File: config.mk
export PLATFORM = sky130hd
export DESIGN_NAME = mod_counter_flat
export DESIGN_NICKNAME = d
export VERILOG_FILES = /design/src/rtl/counter_pkg.sv /design/src/rtl/mod_counter_if.sv /design/src/rtl/mod_counter_next.sv /design/src/rtl/mod_counter.sv /design/src/flat_wrapper.sv
export SDC_FILE = /design/constraint.sdc
export NUM_CORES = 1
export LEC_CHECK = 0
export CORE_AREA = 2 2 39 41
export DETAILED_ROUTE_END_ITERATION = 8
export DIE_AREA = 0 0 41 43
export GPL_TIMING_DRIVEN = 0
export SLEW_MARGIN = 30
export SYNTH_ARGS = -nofsm -noshare
export SYNTH_HDL_FRONTEND = slang
export SYNTH_HIERARCHICAL = 1
export SYNTH_SLANG_ARGS = --single-unit
File: constraint.sdc
create_clock -name FPGA_clk -period 1.67 [get_ports FPGA_clk]
set_clock_uncertainty 0.15 [all_clocks]
set_input_delay 0.334 -clock FPGA_clk [delete_from_list [all_inputs] [get_ports FPGA_clk]]
set_output_delay 0.334 -clock FPGA_clk [all_outputs]
set_load 0.05 [all_outputs]
File: src/rtl/counter_pkg.sv
// ============================================================================
// Module      : counter_pkg
// Description : Shared types and constants for the modulo counter family.
//               cnt_mode_e selects wrap or saturate behaviour at the
//               terminal value. I2C_BIT_MAX is the bit-index terminal
//               value used by the I2C slave instantiations.
// Revision    : 1.0 - initial release
// ============================================================================
`default_nettype none

package counter_pkg;

  typedef enum logic {
    CNT_WRAP = 1'b0,
    CNT_SAT  = 1'b1
  } cnt_mode_e;

  localparam int I2C_BIT_MAX = 7;

endpackage : counter_pkg

`default_nettype wire

File: src/rtl/mod_counter_if.sv
// ============================================================================
// Module      : mod_counter_if
// Description : Control/status bundle for mod_counter.
//               master : drives clear/enable/load/load_val (and up_dn),
//                        observes count/at_max/tc_pulse/ovf.
//               slave  : the counter side.
//               Optional macro MOD_COUNTER_DOWN_EN adds the up_dn signal
//               (1: count up, 0: count down).
// Revision    : 1.0 - initial release
// ============================================================================
`default_nettype none

interface mod_counter_if #(
  parameter int WIDTH = 4
);

  logic             clear;
  logic             enable;
  logic             load;
  logic [WIDTH-1:0] load_val;
`ifdef MOD_COUNTER_DOWN_EN
  logic             up_dn;
`endif
  logic [WIDTH-1:0] count;
  logic             at_max;
  logic             tc_pulse;
  logic             ovf;

  modport master (
    output clear, enable, load, load_val,
`ifdef MOD_COUNTER_DOWN_EN
    output up_dn,
`endif
    input  count, at_max, tc_pulse, ovf
  );

  modport slave (
    input  clear, enable, load, load_val,
`ifdef MOD_COUNTER_DOWN_EN
    input  up_dn,
`endif
    output count, at_max, tc_pulse, ovf
  );

endinterface : mod_counter_if

`default_nettype wire

File: src/rtl/mod_counter_next.sv
// ============================================================================
// Module      : mod_counter_next
// Description : Combinational step calculation for mod_counter.
//               Given the current count and direction, returns the count
//               after one enabled step and whether that step is a
//               terminal event (stepping up from MAX or down from 0).
// Ports       : count_i  - current count
//               up_i     - 1: step up, 0: step down
//               next_o   - count after one enabled step
//               term_o   - this step is a terminal event
// Revision    : 1.0 - initial release
// ============================================================================
`default_nettype none

module mod_counter_next
  import counter_pkg::*;
#(
  parameter int        WIDTH = 4,
  parameter int        MAX   = 7,
  parameter cnt_mode_e MODE  = CNT_WRAP
) (
  input  wire logic [WIDTH-1:0] count_i,
  input  wire logic             up_i,
  output logic      [WIDTH-1:0] next_o,
  output logic                  term_o
);

  localparam logic [WIDTH-1:0] CMAX = WIDTH'(MAX);

  // Explicit compare against the terminal values keeps the arithmetic
  // inside 0..MAX; the natural 2**WIDTH rollover is never used.
  always_comb begin
    next_o = count_i;
    term_o = 1'b0;
    if (up_i) begin
      if (count_i == CMAX) begin
        term_o = 1'b1;
        next_o = (MODE == CNT_WRAP) ? '0 : CMAX;
      end else begin
        next_o = count_i + 1'b1;
      end
    end else begin
      if (count_i == '0) begin
        term_o = 1'b1;
        next_o = (MODE == CNT_WRAP) ? CMAX : '0;
      end else begin
        next_o = count_i - 1'b1;
      end
    end
  end

endmodule : mod_counter_next

`default_nettype wire

File: src/rtl/mod_counter.sv
// ============================================================================
// Module      : mod_counter
// Description : Parametrised modulo counter (0..MAX) with wrap or saturate
//               mode, synchronous clear, clamped parallel load, registered
//               terminal-count pulse and sticky overflow flag.
//               Edge priority: rst > clear > load > enable.
//               Optional macro MOD_COUNTER_DOWN_EN enables down counting
//               through bus.up_dn; otherwise the counter only counts up.
// Ports       : FPGA_clk - system clock, rising edge
//               rst      - synchronous active-high reset
//               bus      - mod_counter_if.slave (clear, enable, load,
//                          load_val, [up_dn] in; count, at_max, tc_pulse,
//                          ovf out)
// Revision    : 1.0 - initial release
// ============================================================================
`default_nettype none

module mod_counter
  import counter_pkg::*;
#(
  parameter int        WIDTH   = 4,
  parameter int        MAX     = 7,
  parameter cnt_mode_e MODE    = CNT_WRAP,
  parameter int        RST_VAL = 0
) (
  input  wire logic    FPGA_clk,
  input  wire logic    rst,
  mod_counter_if.slave bus
);

  localparam logic [WIDTH-1:0] CMAX = WIDTH'(MAX);
  localparam logic [WIDTH-1:0] CRST = WIDTH'(RST_VAL);

  // Reject configurations whose range cannot be represented.
  if (MAX >= (2 ** WIDTH)) begin : g_bad_max
    $error("mod_counter: MAX (%0d) must be < 2**WIDTH", MAX);
  end
  if (RST_VAL > MAX) begin : g_bad_rst
    $error("mod_counter: RST_VAL (%0d) must be <= MAX", RST_VAL);
  end

  logic [WIDTH-1:0] count_q, count_d;
  logic             tc_q, tc_d;
  logic             ovf_q, ovf_d;
  logic [WIDTH-1:0] step_cnt;
  logic             step_term;
  logic             up_dir;

`ifdef MOD_COUNTER_DOWN_EN
  assign up_dir = bus.up_dn;
`else
  assign up_dir = 1'b1;
`endif

  mod_counter_next #(
    .WIDTH (WIDTH),
    .MAX   (MAX),
    .MODE  (MODE)
  ) u_next (
    .count_i (count_q),
    .up_i    (up_dir),
    .next_o  (step_cnt),
    .term_o  (step_term)
  );

  // tc_pulse defaults low so it is only high after an edge that was
  // itself a terminal event.
  always_comb begin
    count_d = count_q;
    tc_d    = 1'b0;
    ovf_d   = ovf_q;
    if (bus.clear) begin
      count_d = CRST;
      ovf_d   = 1'b0;
    end else if (bus.load) begin
      count_d = (bus.load_val > CMAX) ? CMAX : bus.load_val;
    end else if (bus.enable) begin
      count_d = step_cnt;
      tc_d    = step_term;
      ovf_d   = ovf_q | step_term;
    end
  end

  always_ff @(posedge FPGA_clk) begin
    if (rst) begin
      count_q <= CRST;
      tc_q    <= 1'b0;
      ovf_q   <= 1'b0;
    end else begin
      count_q <= count_d;
      tc_q    <= tc_d;
      ovf_q   <= ovf_d;
    end
  end

  assign bus.count    = count_q;
  assign bus.tc_pulse = tc_q;
  assign bus.ovf      = ovf_q;
  // When counting down the terminal value is 0, so at_max follows it.
  assign bus.at_max   = up_dir ? (count_q == CMAX) : (count_q == '0);

endmodule : mod_counter

`default_nettype wire

File: src/flat_wrapper.sv
// flat-port wrapper written by rule: the top's interface ports become plain ports
module mod_counter_flat import counter_pkg::*;
#(
  parameter int        WIDTH   = 4,
  parameter int        MAX     = 7,
  parameter cnt_mode_e MODE    = CNT_WRAP,
  parameter int        RST_VAL = 0
)
  (FPGA_clk, rst, bus_clear, bus_enable, bus_load, bus_load_val, bus_count, bus_at_max, bus_tc_pulse, bus_ovf);
  mod_counter_if #(.WIDTH(WIDTH)) bus_i ();
  input  wire logic FPGA_clk;
  input  wire logic rst;
  input wire logic [$bits(bus_i.clear)-1:0] bus_clear;
  input wire logic [$bits(bus_i.enable)-1:0] bus_enable;
  input wire logic [$bits(bus_i.load)-1:0] bus_load;
  input wire logic [$bits(bus_i.load_val)-1:0] bus_load_val;
  output wire logic [$bits(bus_i.count)-1:0] bus_count;
  output wire logic [$bits(bus_i.at_max)-1:0] bus_at_max;
  output wire logic [$bits(bus_i.tc_pulse)-1:0] bus_tc_pulse;
  output wire logic [$bits(bus_i.ovf)-1:0] bus_ovf;
  assign bus_i.clear = bus_clear;
  assign bus_i.enable = bus_enable;
  assign bus_i.load = bus_load;
  assign bus_i.load_val = bus_load_val;
  assign bus_count = bus_i.count;
  assign bus_at_max = bus_i.at_max;
  assign bus_tc_pulse = bus_i.tc_pulse;
  assign bus_ovf = bus_i.ovf;
  mod_counter #(.WIDTH(WIDTH), .MAX(MAX), .MODE(MODE), .RST_VAL(RST_VAL)) u_core (.FPGA_clk(FPGA_clk), .rst(rst), .bus(bus_i));
endmodule
**Yosys cells after proc, flatten, opt, wreduce, memory -nomap -nowiden**

Index checks and enable logic that the tools add are counted.

- Register bits: 6
- Latch bits: 0
- RAM bits: 0
- Bits in read-only memories: 0
- Memories: 0

- Add/sub/neg operators: 1
- $mul: 0
- Div/mod/pow operators: 0
- $lt $le $gt $ge: 1
- Equality and inequality tests: 1
- Shifts and indexed selects: 0
- Muxes and demuxes: 5
- Bitwise operators: 3
- Reductions and logical operators: 4

Operator list:

| kind | number |
|---|---|
| $mux 4 | 4 |
| $add 4x1->4 const B | 1 |
| $eq 4x3->1 const B | 1 |
| $gt 4x3->1 const B | 1 |
| $reduce_or 4->1 | 1 |
| $not 1->1 | 2 |
| $reduce_and 2->1 | 1 |
| $reduce_bool 2->1 | 1 |
| $reduce_or 2->1 | 1 |
| $mux 1 | 1 |
| $or 1x1->1 | 1 |

**Longest topological paths before layout**

- Depth in word-level cells: 4
- Depth in mapped cells: 7

**Cells and area by module**

The synthesis kept the hierarchy.

Modules (own cells, without submodules):

| module | times used | cells an instance | area an instance (um^2) |
|---|---|---|---|
| mod_counter | 1 | 28 | 276.5 |
| mod_counter_next | 1 | 24 | 160.2 |

**Worst setup path before layout**

OpenSTA, ideal clock, no wires.

- Path type: register -> register
- From: register u_core.count_q[1], in the netlist u_core/bus.count[1]
- To: register u_core.count_q[3], in the netlist u_core/bus.count[3]
- Arrival: 1.558 ns
- Required time: 1.402 ns
- Slack: -0.156 ns
- Stages on the path, launching flop included: 7
- Path buffers: 0
- Clock period less this slack: 1.826 ns
- Cell sequence: dfxtp_1 -> ha_1 -> nor2b_1 -> a221oi_1 -> a21oi_1 -> mux2i_1 -> nor3_1

- Cells in the longest elaborated chain, start to end: 4

RTL lines:

| element | RTL line | source |
|---|---|---|
| from (decl) | mod_counter.sv:42 | `logic [WIDTH-1:0] count_q, count_d;` |
| from (signal assigned) | mod_counter.sv:90 | `count_q <= count_d;` |
| $add 4x1->4 or $eq 4x3->1 (tied branches) | mod_counter_next.sv:40, mod_counter_next.sv:36 |  |
| $mux 4 (*) | mod_counter_next.sv:36 | `if (count_i == CMAX) begin` |
| net u_core.step_cnt[3] | mod_counter.sv:45 | `logic [WIDTH-1:0] step_cnt;` |
| $mux 4 (*) | mod_counter.sv:77 | `end else if (bus.enable) begin` |
| $mux 4 (*) | mod_counter.sv:75 | `end else if (bus.load) begin` |

The timed path passes the listed nets; every way through them passes the cells marked *. The select of a mux whose other input is x is not followed.
A chain may end at the register's enable or synchronous reset.

**Final worst setup path**

- From: register u_core.count_q[0], in the netlist u_core/bus.count[0]
- To: output port bus_count[0]

RTL lines:

| element | RTL line | source |
|---|---|---|
| to (decl) | flat_wrapper.sv:17 | `output wire logic [$bits(bus_i.count)-1:0] bus_count;` |

No word-level cell between the ends.

==> run metrics <==
critical path endpoint category=primary output; EDFF count, synth=0; Clock transition at path regs=~40 ps; MaxCap Viol Count=0; Via-to-Cell Ratio=about 4.7; syn nets=63; GRT overflow=0; Slew Limit Fails=0; gpl congestion=between 0.6 and 0.7; initial core utilization=between 30% and 40%; pre-CTS setup slack=-244 ps; IO Port Bufs=14; RR Endpoint=u_core/bus.count[3]; share of layout cells above drive strength 1=24.6%; Top Ports=16; total power=0.400 mW; final wirelength=around 800 um; worst setup path class=reg -> out; status=complete, no violations; Synth cell types=25; VDD IR max=roughly 280 uV; via count=400; Final nets=82; cts hold-fix bufs=0; Clock Path Buffers=2; pin count of the biggest net entering global routing=10; DR pass1 iterations=4; H-Tree Depth=1; commonest non-fill, non-tap cells in the layout=clkdlybuf4s50_1 (7), mux2i_1 (5); Non-Filler Instances=85; cell row count=14; first-pass GRT wire length=1.36 mm; R2R setup slack=190 ps; Post-Syn Area per Cell=8.40 um^2; ys flop type=dfxtp_1; Synth Instances=52; hold path depth=3; switching pwr=around 0.12 mW; Leak=0.259 nW; post-route ant nets=0; Worst Path Max Fanout=7; Syn Std Cell Area=around 440 um^2; worst r2r path cells=6; Comb pwr share=27.4%; Hold Crit Class=in -> reg; Power Dens Cells=654 nW/um^2; worst setup margin=63.4 ps; WP data arrival=1120 ps; initial antenna violation count=0; Buf/Inv on CP=1; endpoints failing hold=0; core area=1380 um^2; Sequential Power Share=between 30% and 40%; switch share=28.8%; CTS root buffer=clkbuf_4; Clock Power Share=33.0%; RSZ-0062 raised after global routing=no; chip height=roughly 43 um; Critical R2R Launch=u_core/bus.count[1]; crit path cell chain=clkdlybuf4s15_1; internal power=0.285 mW; sequential share of the synthesized area=27.5%; Setup violations, final=0; Slowest cell on crit path=clkdlybuf4s15_1; Worst-Skew Late Latency=240 ps; die area=1760 um^2; Ant. Diodes=0; critical path depth=1; CTS tree=built; total CTS buffers=3; Wirelength per Cell=around 9.4 um; Min-Delay Startpoint=bus_enable; YS warnings=6; Area Overhead vs Synth=40.1%; GRT Total Usage=12.4%; Top Family by Delay on Critical Path=buffers and inverters; max incr delay on CP=510 ps; placed instance count=just over 80; Hold EP=u_core/bus.tc_pulse; fmax=0.622 GHz; die width=41 um; most common cell after layout, fill and taps aside=clkdlybuf4s50_1; worst endpoint required time=1190 ps; CTS Sinks=6; fin crit share=96.2%; DRC=0; Seq cells post-synth=6; Period minus WS final=1610 ps; Synth async-reset ratio=0%; Post-DP HPWL=641 um; # fillers=153; CP Launch Type=register; initial drt markers=5; vias in the first global route=~320
-- power by group through the flow --
stage / logic, mW / registers [mW] / clock network [mW]
after floorplan: 0.0595 / 0.178 / 0
after global placement: 0.113 / 0.161 / 0
after detailed placement: 0.113 / 0.162 / 0
after CTS: 0.110 / 0.159 / 0.140
after global routing: 0.121 / 0.160 / 0.150
final: 0.110 / 0.158 / 0.132
-- cells in the mapped netlist (2+ instances only) --
| cell type | count | area share (%) |
|---|---|---|
| nand2_1 | 3 | 2.6 |
| inv_1 | 4 | 3.4 |
| xnor2_1 | 2 | 4.0 |
| mux2i_1 | 5 | 11 |
| dfxtp_1 | 6 | 28 |
| nor3_1 | 3 | 3.4 |
| a21oi_1 | 4 | 4.6 |
| nor2_1 | 3 | 2.6 |
| a211oi_1 | 2 | 3.4 |
| nor3b_1 | 4 | 6.9 |
| ha_1 | 2 | 5.7 |
-- worst max-delay path by stage --
stage	end	startpoint
floorplan	u_core/bus.count[3]	u_core/bus.count[1]
global placement	bus_at_max	u_core/bus.count[3]
detailed placement	bus_at_max	u_core/bus.count[3]
CTS	bus_count[1]	u_core/bus.count[1]
global route	bus_count[0]	u_core/bus.count[0]
finish	bus_count[0]	u_core/bus.count[0]
-- cells by family after synthesis --
family                     share of synthesized area, %
xor gates and xnor gates                           4.01
and+or+nand+nor                                    24.9
muxes                                              14.0
buffers and inverters                              8.88
other                                             0.859
AOI/OAI and AO/OA                                  14.0
DFF                                                27.5
adders and majority gates                          5.73
-- layout make-up --
type                    instances  area (um^2)  share of cell area, %
plain buffers                   3         23.8                   3.89
well taps                      16         20.0                   3.27
repair buffers                 14          126                   20.7
flip-flops and latches          6          125                   20.4
clock buffers                   3         22.5                   3.68
inverters                       4         15.0                   2.45
multi-input cells              39          279                   45.6
-- through the flow --
step                      hold WS [ps]  cell area (um^2)  setup TNS, ps  util [%]
after floorplan                    261               442              0         -
after global placement             289               602           -354      43.5
after detailed placement           291               602           -364      43.5
after CTS                          221               617              0      44.6
after global routing               239               612              0      44.2
final                              233               612              0      44.2
-- registers in the layout, summed over array words and instances (netlist names) --
name / flops
u_core/bus.tc_pulse: 1
u_core/bus.count: 4
u_core/bus.ovf: 1
-- worst register-to-register path, delay by kind of cell (launching register included) --
family | cells | cell delay (ps)
compound gates | 2 | 350
mux | 1 | 140
simple gates | 2 | 120
flops | 1 | 370
fa+ha+maj | 1 | 220
-- layer usage --
metal  routed length, um  GRT usage, %  up-vias  part of all wire, %
met3                  46          4.71        0                  5.7
li1                    -             -      214                    -
met4                   0          12.0        0                    0
met1                 362          14.6      172                   45
met5                   0             0        -                    0
met2                 394          15.9       14                   49
-- repair_timing --
| action | 4_1_cts | 5_1_grt |
|---|---|---|
| gates resized for setup | 15 | 5 |
| endpoints found under the hold margin | 0 | 0 |
| endpoints found under the setup margin | 7 | 4 |
| setup buffers | 0 | 0 |
Power figures use the tool's default switching activity.
